`src/rtl/score_pkg.sv`:
```
// Shared definitions for the score digit renderer.
//   GLYPH_W / GLYPH_H : glyph cell size in pixels
//   state_t           : conversion FSM states
//   pow10()           : constant helper for the overflow limit
//   GLYPH_ROM         : 16x16 digit font, 16 row words per digit, bit 15 = leftmost column
package score_pkg;

  localparam int unsigned GLYPH_W = 16;
  localparam int unsigned GLYPH_H = 16;

  typedef enum logic [1:0] {
    IDLE,
    SHIFT,
    COMMIT
  } state_t;

  function automatic int unsigned pow10(input int unsigned n);
    int unsigned p;
    p = 1;
    for (int unsigned i = 0; i < n; i++) begin
      p = p * 10;
    end
    return p;
  endfunction

  // Seven-segment style strokes: bars span columns 5..10 (16'h07E0), the left
  // stroke is columns 5..6 (16'h0600), the right stroke columns 9..10 (16'h0060).
  // Row layout: 0 blank, 1-2 top, 3-6 upper, 7-8 middle, 9-12 lower, 13-14 bottom, 15 blank.
  localparam logic [15:0] GLYPH_ROM [160] = '{
    // 0
    16'h0000, 16'h07E0, 16'h07E0, 16'h0660, 16'h0660, 16'h0660, 16'h0660, 16'h0660,
    16'h0660, 16'h0660, 16'h0660, 16'h0660, 16'h0660, 16'h07E0, 16'h07E0, 16'h0000,
    // 1
    16'h0000, 16'h0060, 16'h0060, 16'h0060, 16'h0060, 16'h0060, 16'h0060, 16'h0060,
    16'h0060, 16'h0060, 16'h0060, 16'h0060, 16'h0060, 16'h0060, 16'h0060, 16'h0000,
    // 2
    16'h0000, 16'h07E0, 16'h07E0, 16'h0060, 16'h0060, 16'h0060, 16'h0060, 16'h07E0,
    16'h07E0, 16'h0600, 16'h0600, 16'h0600, 16'h0600, 16'h07E0, 16'h07E0, 16'h0000,
    // 3
    16'h0000, 16'h07E0, 16'h07E0, 16'h0060, 16'h0060, 16'h0060, 16'h0060, 16'h07E0,
    16'h07E0, 16'h0060, 16'h0060, 16'h0060, 16'h0060, 16'h07E0, 16'h07E0, 16'h0000,
    // 4
    16'h0000, 16'h0660, 16'h0660, 16'h0660, 16'h0660, 16'h0660, 16'h0660, 16'h07E0,
    16'h07E0, 16'h0060, 16'h0060, 16'h0060, 16'h0060, 16'h0060, 16'h0060, 16'h0000,
    // 5
    16'h0000, 16'h07E0, 16'h07E0, 16'h0600, 16'h0600, 16'h0600, 16'h0600, 16'h07E0,
    16'h07E0, 16'h0060, 16'h0060, 16'h0060, 16'h0060, 16'h07E0, 16'h07E0, 16'h0000,
    // 6
    16'h0000, 16'h07E0, 16'h07E0, 16'h0600, 16'h0600, 16'h0600, 16'h0600, 16'h07E0,
    16'h07E0, 16'h0660, 16'h0660, 16'h0660, 16'h0660, 16'h07E0, 16'h07E0, 16'h0000,
    // 7
    16'h0000, 16'h07E0, 16'h07E0, 16'h0060, 16'h0060, 16'h0060, 16'h0060, 16'h0060,
    16'h0060, 16'h0060, 16'h0060, 16'h0060, 16'h0060, 16'h0060, 16'h0060, 16'h0000,
    // 8
    16'h0000, 16'h07E0, 16'h07E0, 16'h0660, 16'h0660, 16'h0660, 16'h0660, 16'h07E0,
    16'h07E0, 16'h0660, 16'h0660, 16'h0660, 16'h0660, 16'h07E0, 16'h07E0, 16'h0000,
    // 9
    16'h0000, 16'h07E0, 16'h07E0, 16'h0660, 16'h0660, 16'h0660, 16'h0660, 16'h07E0,
    16'h07E0, 16'h0060, 16'h0060, 16'h0060, 16'h0060, 16'h07E0, 16'h07E0, 16'h0000
  };

endpackage

```
`src/rtl/score_glyph_rom.sv`:
```
// Registered glyph ROM for the score digit renderer.
// Ports:
//   Clk      : system clock (rising edge)
//   Reset    : synchronous active-high reset, clears the output register
//   i_digit  : BCD digit 0..9 (codes above 9 read as a blank row)
//   i_row    : glyph row 0..15
//   o_word   : registered 16-bit row word, bit 15 = leftmost column
module score_glyph_rom
  import score_pkg::*;
(
  input  logic        Clk,
  input  logic        Reset,
  input  logic [3:0]  i_digit,
  input  logic [3:0]  i_row,
  output logic [15:0] o_word
);

  logic [15:0] r_word;

  always_ff @(posedge Clk) begin
    if (Reset) begin
      r_word <= '0;
    end else if (i_digit <= 4'd9) begin
      r_word <= GLYPH_ROM[{i_digit, i_row}];
    end else begin
      r_word <= '0;
    end
  end

  assign o_word = r_word;

endmodule

```
`src/rtl/score_digit_renderer.sv`:
```
// Binary score to BCD converter (serial double dabble) with a 16x16 glyph renderer.
// Optional feature macro: LEADING_ZERO_BLANK_EN (blank leading zero digits on screen).
// Ports:
//   Clk, Reset   : rising-edge clock, synchronous active-high reset
//   score_in     : binary score, captured on score_load while idle
//   score_load   : one-cycle conversion request (ignored while busy)
//   busy         : conversion in progress (SCORE_W+1 cycles)
//   overflow     : last committed score did not fit in NUM_DIGITS digits
//   digits_out   : committed BCD digits, most significant in the top nibble
//   DrawX, DrawY : current pixel coordinates
//   pixel_on     : lit glyph pixel for the DrawX/DrawY presented two cycles earlier
module score_digit_renderer
  import score_pkg::*;
#(
  parameter int unsigned NUM_DIGITS = 4,
  parameter int unsigned SCORE_W    = 14,
  parameter int unsigned ORIGIN_X   = 0,
  parameter int unsigned ORIGIN_Y   = 0
) (
  input  logic                    Clk,
  input  logic                    Reset,
  input  logic [SCORE_W-1:0]      score_in,
  input  logic                    score_load,
  output logic                    busy,
  output logic                    overflow,
  output logic [4*NUM_DIGITS-1:0] digits_out,
  input  logic [9:0]              DrawX,
  input  logic [9:0]              DrawY,
  output logic                    pixel_on
);

  localparam int unsigned DW    = 4 * NUM_DIGITS;
  localparam int unsigned CNT_W = $clog2(SCORE_W);
  localparam logic [31:0] LIMIT = 32'(pow10(NUM_DIGITS));
  // 11-bit coordinates so the box edge past 1023 cannot wrap.
  localparam logic [10:0] OX    = 11'(ORIGIN_X);
  localparam logic [10:0] OY    = 11'(ORIGIN_Y);
  localparam logic [10:0] BOX_W = 11'(GLYPH_W * NUM_DIGITS);
  localparam logic [10:0] BOX_H = 11'(GLYPH_H);

  // ---------------------------------------------------------------------------
  // Conversion FSM
  // ---------------------------------------------------------------------------
  state_t             r_state;
  logic [SCORE_W-1:0] r_bin;
  logic [DW-1:0]      r_bcd;
  logic [DW-1:0]      w_bcd_adj;
  logic [DW-1:0]      r_digits;
  logic [CNT_W-1:0]   r_cnt;
  logic               r_ovf_pend;
  logic               r_busy;
  logic               r_overflow;

  // Only NUM_DIGITS nibbles are kept: any score that fits never carries past
  // them, and an overflowing score is replaced by all nines at commit.
  always_comb begin
    w_bcd_adj = r_bcd;
    for (int k = 0; k < NUM_DIGITS; k++) begin
      if (r_bcd[4*k +: 4] >= 4'd5) begin
        w_bcd_adj[4*k +: 4] = r_bcd[4*k +: 4] + 4'd3;
      end
    end
  end

  always_ff @(posedge Clk) begin
    if (Reset) begin
      r_state    <= IDLE;
      r_bin      <= '0;
      r_bcd      <= '0;
      r_cnt      <= '0;
      r_ovf_pend <= 1'b0;
      r_busy     <= 1'b0;
      r_overflow <= 1'b0;
      r_digits   <= '0;
    end else begin
      unique case (r_state)
        IDLE: begin
          if (score_load) begin
            r_bin      <= score_in;
            r_bcd      <= '0;
            r_cnt      <= '0;
            r_ovf_pend <= (32'(score_in) >= LIMIT);
            r_busy     <= 1'b1;
            r_state    <= SHIFT;
          end
        end
        SHIFT: begin
          {r_bcd, r_bin} <= {w_bcd_adj, r_bin} << 1;
          r_cnt          <= r_cnt + 1'b1;
          if (r_cnt == CNT_W'(SCORE_W - 1)) begin
            r_state <= COMMIT;
          end
        end
        COMMIT: begin
          r_digits   <= r_ovf_pend ? {NUM_DIGITS{4'h9}} : r_bcd;
          r_overflow <= r_ovf_pend;
          r_busy     <= 1'b0;
          r_state    <= IDLE;
        end
        default: begin
          r_busy  <= 1'b0;
          r_state <= IDLE;
        end
      endcase
    end
  end

  assign busy       = r_busy;
  assign overflow   = r_overflow;
  assign digits_out = r_digits;

  // ---------------------------------------------------------------------------
  // Pixel pipeline, stage 1: box test, slot, glyph row and column
  // ---------------------------------------------------------------------------
  logic [10:0] w_x;
  logic [10:0] w_y;
  logic        w_in_box;
  logic [2:0]  w_slot;
  logic [3:0]  w_col;
  logic [3:0]  w_row;

  assign w_x = {1'b0, DrawX};
  assign w_y = {1'b0, DrawY};
  assign w_in_box = (w_x >= OX) && (w_x < OX + BOX_W) && (w_y >= OY) && (w_y < OY + BOX_H);
  // Low nibble of the offset equals the difference of the low nibbles.
  assign w_col = DrawX[3:0] - OX[3:0];
  assign w_row = DrawY[3:0] - OY[3:0];

  always_comb begin
    w_slot = '0;
    for (int k = 1; k < NUM_DIGITS; k++) begin
      if (w_x >= OX + 11'(GLYPH_W * k)) begin
        w_slot = 3'(k);
      end
    end
  end

  logic       r1_in_box;
  logic [2:0] r1_slot;
  logic [3:0] r1_row;
  logic [3:0] r1_col;

  always_ff @(posedge Clk) begin
    if (Reset) begin
      r1_in_box <= 1'b0;
      r1_slot   <= '0;
      r1_row    <= '0;
      r1_col    <= '0;
    end else begin
      r1_in_box <= w_in_box;
      r1_slot   <= w_slot;
      r1_row    <= w_row;
      r1_col    <= w_col;
    end
  end

  // ---------------------------------------------------------------------------
  // Pixel pipeline, stage 2: digit lookup from the committed digits only
  // ---------------------------------------------------------------------------
  logic [3:0]  w_digit;
  logic        w_blank;
  logic [15:0] w_word;

  // Slot 0 is the most significant digit, i.e. the top nibble.
  always_comb begin
    w_digit = '0;
    for (int k = 0; k < NUM_DIGITS; k++) begin
      if (r1_slot == 3'(k)) begin
        w_digit = r_digits[4*(NUM_DIGITS-1-k) +: 4];
      end
    end
  end

`ifdef LEADING_ZERO_BLANK_EN
  // A slot is blank when it and every slot to its left hold zero; the
  // rightmost slot is never blanked so a zero score still shows "0".
  always_comb begin
    logic v_lead;
    w_blank = 1'b0;
    v_lead  = 1'b1;
    for (int k = 0; k < NUM_DIGITS; k++) begin
      v_lead = v_lead && (r_digits[4*(NUM_DIGITS-1-k) +: 4] == 4'd0);
      if ((k != NUM_DIGITS - 1) && v_lead && (r1_slot == 3'(k))) begin
        w_blank = 1'b1;
      end
    end
  end
`else
  assign w_blank = 1'b0;
`endif

  score_glyph_rom u_glyph_rom (
    .Clk     (Clk),
    .Reset   (Reset),
    .i_digit (w_digit),
    .i_row   (r1_row),
    .o_word  (w_word)
  );

  logic       r2_on;
  logic [3:0] r2_col;

  always_ff @(posedge Clk) begin
    if (Reset) begin
      r2_on  <= 1'b0;
      r2_col <= '0;
    end else begin
      r2_on  <= r1_in_box && !w_blank;
      r2_col <= r1_col;
    end
  end

  assign pixel_on = r2_on && w_word[4'd15 - r2_col];

endmodule

```
`config.mk`:
```
export PLATFORM = sky130hd
export DESIGN_NAME = score_digit_renderer
export DESIGN_NICKNAME = d
export VERILOG_FILES = /design/src/rtl/score_pkg.sv /design/src/rtl/score_glyph_rom.sv /design/src/rtl/score_digit_renderer.sv
export SDC_FILE = /design/constraint.sdc
export NUM_CORES = 1
export LEC_CHECK = 0
export ABC_AREA = 1
export ABC_CLOCK_PERIOD_IN_PS = 1700
export CORE_ASPECT_RATIO = 0.6
export CORE_MARGIN = 2
export CORE_UTILIZATION = 50
export CTS_BUF_LIST = sky130_fd_sc_hd__clkbuf_8
export CTS_CLUSTER_SIZE = 28
export DETAILED_ROUTE_END_ITERATION = 10
export PLACE_DENSITY_LB_ADDON = 0.25
export SYNTH_ARGS = -nofsm -noshare
export SYNTH_HDL_FRONTEND = slang
export SYNTH_HIERARCHICAL = 1
export SYNTH_SLANG_ARGS = --single-unit
```
`constraint.sdc`:
```
create_clock -name Clk -period 1.7 [get_ports Clk]
set_input_delay 0.51 -clock Clk [delete_from_list [all_inputs] [get_ports Clk]]
set_output_delay 0.51 -clock Clk [all_outputs]
set_load 0.01 [all_outputs]
```
==> run metrics, run 1 <==
share of the clock period used by the worst path after layout=113%; maximum vdd ir drop=0.516 mV; combined area of all synthesized cells=3880 um2; unrepaired setup endpoints after global routing=true; EDFF count, synth=0; H-tree depth=3; die span in x=118 um; antenna violation net count after detailed routing=0; area delta synth->final=25.5%; wire length of the first global-routing pass=15,400 um; clock tree from TritonCTS=yes; cell type with the highest aggregate area in the netlist=sky130_fd_sc_hd__dfxtp_1; number of endpoints failing setup at the final stage=2; Cell Count Post-Placement=713; leading cell types by count after synthesis=sky130_fd_sc_hd__nand2_1, sky130_fd_sc_hd__dfxtp_1, sky130_fd_sc_hd__inv_1; HPWL reported at the end of detailed placement=6810 um; final core utilization=66.0%; slowest stage delay, CP=0.36 ns; result of the run=complete, but fails checks; ordered list of cells on the worst path=buf_6 > nand2_2 > nand2_1 > nand2_1 > nand3_1 > nand3_1 > a21oi_1 > buf_2; clock insertion delay at the later pin of the skew report=0.36 ns; pwr dens=770 nW/um2; kind of path behind the tightest hold check=flip-flop to flip-flop; root buffer selected by CTS=sky130_fd_sc_hd__clkbuf_8; area of the die=8510 um2; number of instances in the synthesized netlist=557; area share of the leading cell type in the synthesized netlist=38.1%; area of all placed cells without fillers=4870 um2; maximum root-to-sink buffer count=2; most frequent cell after synthesis=sky130_fd_sc_hd__nand2_1; classification of the worst setup path=flip-flop to output pin; Final Worst Setup Slack=-0.217 ns; IO Count=56; DRC violation total after the first TritonRoute iteration=258; critical path's slowest cell=sky130_fd_sc_hd__dfxtp_2; number of different library cells in the post-synthesis netlist=36; DRC=0; final routed wirelength across all metal layers=9390 um; number of vias in the routed layout=3,698; final weighted congestion in routability-driven placement=0.937; most area-consuming cells after synthesis=sky130_fd_sc_hd__dfxtp_1, sky130_fd_sc_hd__nand2_1, sky130_fd_sc_hd__inv_1; shortest period the worst path allows=1.92 ns; fraction of final layout cells with drive strength greater than 1=15.0%; Pleak=2.14 nW; number of max-cap violations=0; dominant delay contributor by cell family on the critical path=flip-flops; number of buffers added on ports=55; most used flip-flop cell after synthesis=sky130_fd_sc_hd__dfxtp_1; Bufs and invs on worst path=2; CP required=1.19 ns; initial antenna violation count=0; yosys synthesis warning count=6; final cell count without fillers=738; clock-pin slew reported for the worst setup and hold paths after clock tree synthesis=0.07 ns; detailed-route vias per instance=5.01; post-synthesis sequential element count=74; number of nets in the final layout=680; Syn Area/Cell=6.97 um2; Cell Area, Placed=4550 um2; clock buffer count from CTS=9; First-pass DRT Iterations=5; sequential fraction of the synthesis area=38.1%; worst-path fanout max=7; Chip Height=72.3 um; detailed-route wire length per cell=12.7 um; clock sinks=74; Initial Utilization=52.6%; Design Power=3.75 mW; Post-Route Setup TNS=-0.259 ns; largest net degree at the start of global routing=33; fill cell count=659; share of async-settable or async-resettable flops after synthesis=0%; Fin. Hold Viols=0; crit path capture type=output pin; area of the core=7390 um2; overflow left after global routing=0; Arr. time, crit path=1.41 ns; Rows=24; largest clock skew in the final design=0.0103 ns; Critical Path Source Type=flip-flop; GRT Total Usage=22.6%; Ant. Diodes=0; via count of the first global-routing pass=3,346; top achievable clock speed=0.522 GHz; violations in the final reports=setup timing; pins over their slew limit=0
-- per-layer routing --
layer	wire (um)	part of all wire (%)	up-vias	GRT usage, %
li1	-	-	1898	-
met4	151	1.6	0	7.90
met1	4620	49	1656	32.0
met2	3940	42	119	33.5
met5	0	0	-	0
met3	673	7.2	25	6.21
-- registers in the layout (all words and copies together), names as in the netlist --
signal and count:
busy 1, digits_out 16, overflow 1, r1_col 4
r1_in_box 1, r1_row 4, r1_slot 2, r2_col 4
r2_on 1, r_bcd 16, r_bin 14, r_cnt 4
r_ovf_pend 1, r_state 2, u_glyph_rom/o_word 3
-- cells by family after synthesis --
logic type	share of synthesized area, %
DFF	38.1
adders and majority gates	4.51
other	0.0966
buffers and inverters	13.5
AOI/OAI and AO/OA	14.6
xor gates and xnor gates	0.677
and+or+nand+nor	28.5
-- final timing paths --
kind                                       to  slack (ns)                   from  depth (start not counted)
max reg2reg  u_glyph_rom/o_word[6]$_SDFF_PP0_       -0.04  r1_slot[0]$_SDFF_PP0_                         10
max                                  pixel_on       -0.22   r2_col[0]$_SDFF_PP0_                          8
min                      r2_col[0]$_SDFF_PP0_        0.40   r1_col[0]$_SDFF_PP0_                          2
min reg2reg              r2_col[0]$_SDFF_PP0_        0.40   r1_col[0]$_SDFF_PP0_                          2
-- worst reg2reg max path, cell delays in order (launching register included) --
cell,delay (ns)
sky130_fd_sc_hd__dfxtp_4,0.39
sky130_fd_sc_hd__nor2_4,0.15
sky130_fd_sc_hd__nand2_2,0.08
sky130_fd_sc_hd__a32oi_4,0.28
sky130_fd_sc_hd__inv_2,0.09
sky130_fd_sc_hd__nand2_2,0.11
sky130_fd_sc_hd__nand2_2,0.07
sky130_fd_sc_hd__o211ai_1,0.21
sky130_fd_sc_hd__nand3_1,0.12
sky130_fd_sc_hd__nand2_1,0.10
sky130_fd_sc_hd__inv_2,0.04
-- per-stage QoR --
step	setup WS, ns	hold WS, ns
6_report	-0.217	0.397
5_1_grt	-0.329	0.418
4_1_cts	-0.199	0.398
3_5_place_dp	-0.272	0.396
3_3_place_gp	-0.236	0.390
2_1_floorplan	0.00944	0.388
-- placed cells by master, fill, tap and decap left out, drive strengths merged --
cell,n
a221oi,3
nand4,3
bufinv,1
a22oi,4
a31oi,7
o211ai,1
conb,10
clkinvlp,3
buf,32
clkdlybuf4s50,35
nand2,156
a32oi,2
o21a,3
dfxtp,74
clkinv,2
o32ai,1
a21oi,46
nor3,3
a211oi,6
dlygate4sd2,18
o221ai,2
nor2,50
xor2,3
ha,14
nor4,1
clkbuf,10
nand3,43
inv,79
o21ai,22
-- report_power, final --
part           total (mW)  switching [mW]  leakage (nW)  internal (mW)
clock network        1.40           0.681        0.0945          0.716
logic               0.518           0.290          1.44          0.229
registers            1.84          0.0451         0.606           1.79
-- what timing repair did --
item,CTS,global route
endpoints found under the setup margin,20,4
buffers inserted,1,8
endpoints found under the hold margin,0,0
pin swaps,4,12
gates cloned,0,0
resized for setup,32,19
hold buffers,0,0
-- layout make-up --
class | instances | area (um2) | share of cell area [%]
Sequential cell | 74 | 1490 | 30.6
Inverter | 79 | 302 | 6.19
Timing Repair Buffer | 85 | 759 | 15.6
Multi-Input combinational cell | 380 | 1990 | 40.7
Clock inverter | 6 | 66.3 | 1.36
Clock buffer | 10 | 138 | 2.82
Tap cell | 104 | 130 | 2.67
Note: power is estimated with default switching activity, not from simulation.
==> inputs of run 2 (changes only) <==
CORE_MARGIN = 4   (was 2)
GPL_TIMING_DRIVEN = 0   (was default)
==> run 2 against run 1 <==
Effect of this change:
- the flow still finishes with violations (setup timing)
- count of clock-buffer cells in the layout up 3
- highest routed layer unchanged
- global-route usage down 0.85 points
- first-iteration DRC count up 85%
- cell count up 1.5%
- combinational power up 14%
- routed wire length up 12%
- cell area up 3.7%
- worst hold slack better by 0.0042 ns
- sequential share of layout area down 1.0 points
- critical path depth up 1
==> run metrics, run 2 (synthesis gave the netlist of run 1 again) <==
top achievable clock speed=0.512 GHz (was 0.522 GHz); Rows=24 (unchanged); Ant. Diodes=0 (unchanged); Chip Height=76.3 um (was 72.3 um); number of max-cap violations=0 (unchanged); kind of path behind the tightest hold check=flip-flop to flip-flop (unchanged); number of endpoints failing setup at the final stage=2 (unchanged); maximum vdd ir drop=0.620 mV (was 0.516 mV); pins over their slew limit=0 (unchanged); maximum root-to-sink buffer count=2 (unchanged); most frequent cells in the layout=sky130_fd_sc_hd__nand2_1, sky130_fd_sc_hd__inv_1, sky130_fd_sc_hd__dfxtp_1, sky130_fd_sc_hd__nor2_1, sky130_fd_sc_hd__a21oi_1 (unchanged); crit path capture type=output pin (unchanged); clock sinks=74 (unchanged); root buffer selected by CTS=sky130_fd_sc_hd__clkbuf_8 (unchanged); area delta synth->final=30.1% (was 25.5%); GRT Total Usage=21.8% (was 22.6%); HPWL reported at the end of detailed placement=7440 um (was 6810 um); via count of the first global-routing pass=3,422 (was 3,346); clock-pin slew reported for the worst setup and hold paths after clock tree synthesis=0.07 ns (about the same); final routed wirelength across all metal layers=10,500 um (was 9390 um); leading cell type in the layout, fill and taps excluded=sky130_fd_sc_hd__nand2_1 (unchanged); Initial Utilization=52.4% (was 52.6%); number of nets in the final layout=691 (was 680); violations in the final reports=setup timing (unchanged); unrepaired setup endpoints after global routing=true (unchanged); final weighted congestion in routability-driven placement=0.854 (was 0.937); Fin. Hold Viols=0 (unchanged); area of the core=7420 um2 (was 7390 um2); clock buffer count from CTS=9 (unchanged); number of vias in the routed layout=3,897 (was 3,698); share of the clock period used by the worst path after layout=115% (was 113%); largest clock skew in the final design=0.0101 ns (was 0.0103 ns); result of the run=complete, but fails checks (unchanged); post-placement worst setup slack=-0.510 ns (was -0.272 ns); antenna violation net count after detailed routing=0 (unchanged); Pleak=2.23 nW (was 2.14 nW); Critical Path Source Type=flip-flop (unchanged); H-tree depth=3 (unchanged); final core utilization=68.1% (was 66.0%); initial antenna violation count=0 (unchanged); shortest period the worst path allows=1.95 ns (was 1.92 ns); Cell Count Post-Placement=725 (was 713); clock tree from TritonCTS=yes (unchanged); CP required=1.19 ns (about the same); worst setup slack for register-to-register paths=-0.02 ns (was -0.04 ns); overflow left after global routing=0 (unchanged); Arr. time, crit path=1.44 ns (was 1.41 ns); clock insertion delay at the later pin of the skew report=0.36 ns (about the same); DRC=0 (unchanged); number of buffers added on ports=55 (unchanged); wire length of the first global-routing pass=16,100 um (was 15,400 um); pwr dens=776 nW/um2 (was 770 nW/um2); Final Worst Setup Slack=-0.252 ns (was -0.217 ns); fraction of final layout cells with drive strength greater than 1=18.3% (was 15.0%); largest net degree at the start of global routing=13 (was 33); classification of the worst setup path=flip-flop to output pin (unchanged); post-route worst hold slack=0.401 ns (was 0.397 ns); First-pass DRT Iterations=5 (unchanged); final cell count without fillers=749 (was 738); worst-path fanout max=8 (was 7); die span in x=122 um (was 118 um); detailed-route vias per instance=5.20 (was 5.01); detailed-route wire length per cell=14.0 um (was 12.7 um); area of the die=9290 um2 (was 8510 um2); DRC violation total after the first TritonRoute iteration=478 (was 258); IO Count=56 (unchanged)
## run 2: cell count changes in the layout (fill, tap and decap cells not counted), moves of 3 or more
cell,delta
sky130_fd_sc_hd__buf_2,+3
sky130_fd_sc_hd__clkbuf_2,+5
sky130_fd_sc_hd__clkbuf_8,+3
sky130_fd_sc_hd__nand2_4,+3
sky130_fd_sc_hd__nand3_2,+5
sky130_fd_sc_hd__a21oi_1,-3
sky130_fd_sc_hd__buf_4,-4
sky130_fd_sc_hd__nand3_1,-5
sky130_fd_sc_hd__a21oi_2,+3
sky130_fd_sc_hd__buf_6,+4
## run 2: layout make-up
type                       count  area, um2
buffer                        32        235
tap                          104        130
clock inverter                 3       45.0
fill                         626       2360
clock buffer                  13        179
sequential                    74       1500
timing repair buffer          64        592
inverter                      79        314
multi-input combinational    380       2060
## run 2: critical path, cell delays in order, from the launching register on
cell                      delay [ns]
sky130_fd_sc_hd__dfxtp_2        0.33
sky130_fd_sc_hd__buf_6          0.13
sky130_fd_sc_hd__inv_8          0.07
sky130_fd_sc_hd__nand2_2        0.04
sky130_fd_sc_hd__nand2_1        0.05
sky130_fd_sc_hd__nand2_1        0.04
sky130_fd_sc_hd__nand3_1        0.08
sky130_fd_sc_hd__nand3_1        0.08
sky130_fd_sc_hd__a21oi_2        0.12
sky130_fd_sc_hd__buf_2          0.14
## run 2: timing repair
item                                    4_1_cts  5_1_grt
hold buffers                                  0        0
endpoints found under the setup margin       74        4
resized for setup                            43       42
pin swaps                                     3       14
cloned                                        1        0
hold endpoints to repair                      0        0
buffers inserted                              1        7
## run 2: stage by stage
| stage | TNS [ns] | power, mW | area (um2) |
|---|---|---|---|
| global placement | -29.57 | 2.38 | 4610 |
| CTS | -0.278 | 3.88 | 4860 |
| detailed placement | -31.25 | 2.39 | 4610 |
| finish | -0.268 | 3.92 | 5050 |
| global route | -0.521 | 4.09 | 5050 |
| floorplan | 0 | 2.21 | 3930 |
## run 2: worst paths after layout
path | end | from | depth (start not counted)
worst max register to register | u_glyph_rom/o_word[6]$_SDFF_PP0_ | r1_slot[0]$_SDFF_PP0_ | 11
worst max-delay path | pixel_on | r2_col[0]$_SDFF_PP0_ | 9
worst min-delay path | r2_col[1]$_SDFF_PP0_ | r1_col[1]$_SDFF_PP0_ | 2
worst min register to register | r2_col[1]$_SDFF_PP0_ | r1_col[1]$_SDFF_PP0_ | 2
## run 2: routing by layer
layer	global-route usage, %	part of all wire (%)
met3	6.01	7.6
met4	7.27	1.8
met5	0	0
met1	30.0	46
met2	32.9	44
## run 2: where the power goes
group / total, mW / switching [mW] / internal [mW]
sequential: 1.84 / 0.0481 / 1.79
clock: 1.49 / 0.652 / 0.838
combinational: 0.590 / 0.328 / 0.261
total: 3.92 / 1.03 / 2.89
==> inputs of run 3 (changes only) <==
ABC_CLOCK_PERIOD_IN_PS = 2050   (was 1700)
clock period = 2.05 ns   (was 1.7 ns; I/O delays follow)
==> run 3 against run 2 <==
Effect of this change:
- critical path depth did not move
- the run now ends clean
- critical endpoint unchanged
- sequential share of layout area rose by 1.2 points
- count of clock-buffer cells in the layout is 2 lower
- cell count fell by 1.5%
==> run metrics, run 3 (synthesis gave the netlist of run 1 again) <==
share of the clock period used by the worst path after layout=99.4%; unrepaired setup endpoints after global routing=true (unchanged); hold buffer count at CTS=0 (unchanged); number of vias in the routed layout=3,812 (was 3,897); Pleak=2.05 nW (was 2.23 nW); clock buffer count from CTS=9 (unchanged); area of the die=9290 um2 (unchanged); shortest period the worst path allows=2.04 ns; Bufs and invs on worst path=3 (unchanged); slowest stage delay, CP=0.33 ns (about the same); detailed-route wire length per cell=13.4 um (was 14.0 um); cell count along the critical path=9 (unchanged); Initial Utilization=52.4% (unchanged); detailed-route vias per instance=5.17 (was 5.20); worst setup slack for register-to-register paths=0.17 ns (was -0.02 ns); worst reg2reg path startpoint=r1_slot[0]$_SDFF_PP0_ (unchanged); area delta synth->final=24.0% (was 30.1%); DRC=0 (unchanged); number of buffers added on ports=55 (unchanged); maximum root-to-sink buffer count=2 (unchanged); kind of path behind the tightest hold check=flip-flop to flip-flop (unchanged); top achievable clock speed=0.491 GHz; end of the critical path=pixel_on (unchanged); crit path capture type=output pin (unchanged); clock-pin slew reported for the worst setup and hold paths after clock tree synthesis=0.07 ns (about the same); Design Power=2.92 mW (was 3.92 mW); initial antenna violation count=0 (unchanged); Chip Height=76.3 um (unchanged); Critical Path Source Type=flip-flop (unchanged); most frequent cells in the layout=sky130_fd_sc_hd__nand2_1, sky130_fd_sc_hd__inv_1, sky130_fd_sc_hd__dfxtp_1, sky130_fd_sc_hd__clkdlybuf4s50_1, sky130_fd_sc_hd__nor2_1 (was sky130_fd_sc_hd__nand2_1, sky130_fd_sc_hd__inv_1, sky130_fd_sc_hd__dfxtp_1, sky130_fd_sc_hd__nor2_1, sky130_fd_sc_hd__a21oi_1); dominant delay contributor by cell family on the critical path=flip-flops (was buffers and inverters); number of endpoints failing setup at the final stage=0 (was 2); Arr. time, crit path=1.42 ns (was 1.44 ns); via count of the first global-routing pass=3,454 (was 3,422); number of max-cap violations=0 (unchanged); DRC violation total after the first TritonRoute iteration=422 (was 478); final weighted congestion in routability-driven placement=0.891 (was 0.854); CP required=1.43 ns (was 1.19 ns); worst-path fanout max=8 (unchanged); classification of the worst setup path=flip-flop to output pin (unchanged); final routed wirelength across all metal layers=9890 um (was 10,500 um); largest net degree at the start of global routing=11 (was 13); overflow left after global routing=0 (unchanged); result of the run=complete, no violations (was complete, but fails checks); fill cell count=651 (was 626); die span in x=122 um (unchanged); H-tree depth=3 (unchanged); fraction of final layout cells with drive strength greater than 1=11.2% (was 18.3%); number of nets in the final layout=683 (was 691); antenna violation net count after detailed routing=0 (unchanged); final cell count without fillers=738 (was 749); maximum vdd ir drop=0.445 mV (was 0.620 mV); root buffer selected by CTS=sky130_fd_sc_hd__clkbuf_8 (unchanged); Fin. Hold Viols=0 (unchanged); Ant. Diodes=0 (unchanged); ordered list of cells on the worst path=buf_8 > inv_8 > nand2_2 > nand2_1 > nand2_1 > nand3_2 > nand3_2 > a21oi_2 > buf_2 (was buf_6 > inv_8 > nand2_2 > nand2_1 > nand2_1 > nand3_1 > nand3_1 > a21oi_2 > buf_2); area of the core=7420 um2 (unchanged); largest clock skew in the final design=0.00703 ns (was 0.0101 ns); HPWL reported at the end of detailed placement=7470 um (was 7440 um); critical path's slowest cell=sky130_fd_sc_hd__dfxtp_2 (unchanged); Worst R2R Path Depth=10 (was 11); clock insertion delay at the later pin of the skew report=0.34 ns (was 0.36 ns); clock tree from TritonCTS=yes (unchanged); leading cell type in the layout, fill and taps excluded=sky130_fd_sc_hd__nand2_1 (unchanged); IO Count=56 (unchanged); Rows=24 (unchanged); pins over their slew limit=0 (unchanged); Tightest Pin Transition=0.627 ns; max_slew headroom=58.2%; clock sinks=74 (unchanged); Cell Count Post-Placement=725 (unchanged); wire length of the first global-routing pass=16,100 um (about the same); GRT Total Usage=21.5% (was 21.8%); pwr dens=607 nW/um2 (was 776 nW/um2); worst setup path startpoint=r2_col[0]$_SDFF_PP0_ (unchanged); First-pass DRT Iterations=5 (unchanged); critical register-to-register path endpoint=u_glyph_rom/o_word[6]$_SDFF_PP0_ (unchanged)
==> run 3: changes by cell type in the layout (fill, tap and decap cells not counted), sizes merged <==
cell / change
dlygate4sd2: -18
clkdlybuf4s50: +18
inv: +2
clkinvlp: -2
buf: -8
clkbuf: -2
bufinv: -1
==> run 3: metrics by stage <==
| step | worst slack [ns] | utilization [%] | hold WS [ns] | instance area [um2] | setup TNS [ns] |
|---|---|---|---|---|---|
| CTS | -0.00857 | 64.2 | 0.404 | 4760 | -0.00857 |
| floorplan | 0.222 | - | 0.388 | 3920 | 0 |
| finish | 0.0113 | 64.9 | 0.402 | 4820 | 0 |
| detailed placement | -0.248 | 62.0 | 0.394 | 4600 | -12.45 |
| global placement | -0.221 | 62.0 | 0.389 | 4600 | -11.53 |
| global route | -0.126 | 64.9 | 0.417 | 4820 | -0.224 |
==> run 3: power by group <==
part | total, mW | internal (mW) | leakage, nW | switching, mW
Sequential | 1.52 | 1.49 | 0.604 | 0.0357
Combinational | 0.449 | 0.198 | 1.36 | 0.250
Clock | 0.952 | 0.477 | 0.0897 | 0.476
==> run 3: worst min-delay path by stage <==
stage / start / end / slack, ns / depth (start not counted)
floorplan: r1_col[0]$_SDFF_PP0_ / r2_col[0]$_SDFF_PP0_ / 0.39 / 2
global placement: r1_col[1]$_SDFF_PP0_ / r2_col[1]$_SDFF_PP0_ / 0.39 / 2
detailed placement: r1_col[1]$_SDFF_PP0_ / r2_col[1]$_SDFF_PP0_ / 0.39 / 2
CTS: r1_col[1]$_SDFF_PP0_ / r2_col[1]$_SDFF_PP0_ / 0.40 / 2
global route: r1_col[1]$_SDFF_PP0_ / r2_col[1]$_SDFF_PP0_ / 0.42 / 2
finish: r1_col[1]$_SDFF_PP0_ / r2_col[1]$_SDFF_PP0_ / 0.40 / 2
==> run 3: cell type report <==
cell class,count,area (um2),area share [%]
clock inverters,2,7.51,0.156
plain buffers,32,230,4.78
multi-input cells,380,1950,40.5
inverters,79,307,6.37
repair buffers,56,553,11.5
clock buffers,11,151,3.14
well taps,104,130,2.70
flip-flops and latches,74,1490,30.8
==> run 3: worst min-delay path: stages, from the launching register on <==
cell,delay [ns]
sky130_fd_sc_hd__dfxtp_1,0.30
sky130_fd_sc_hd__inv_1,0.04
sky130_fd_sc_hd__nor2_1,0.03
==> run 3: timing repair <==
action                     4_1_cts  5_1_grt
setup buffers                    0        1
setup endpoints to repair        3        4
gates resized for setup          9       12
pin swaps                        0        2
==> run 3: layer usage <==
layer  share of wire (%)  routed length [um]  vias to the layer above  track usage, %
met4                 1.2                 122                        0            6.94
li1                    -                   -                     1903               -
met3                 8.9                 877                       16            5.49
met2                  44                4330                      181            32.0
met5                   0                   0                        -               0
met1                  46                4570                     1712            30.3
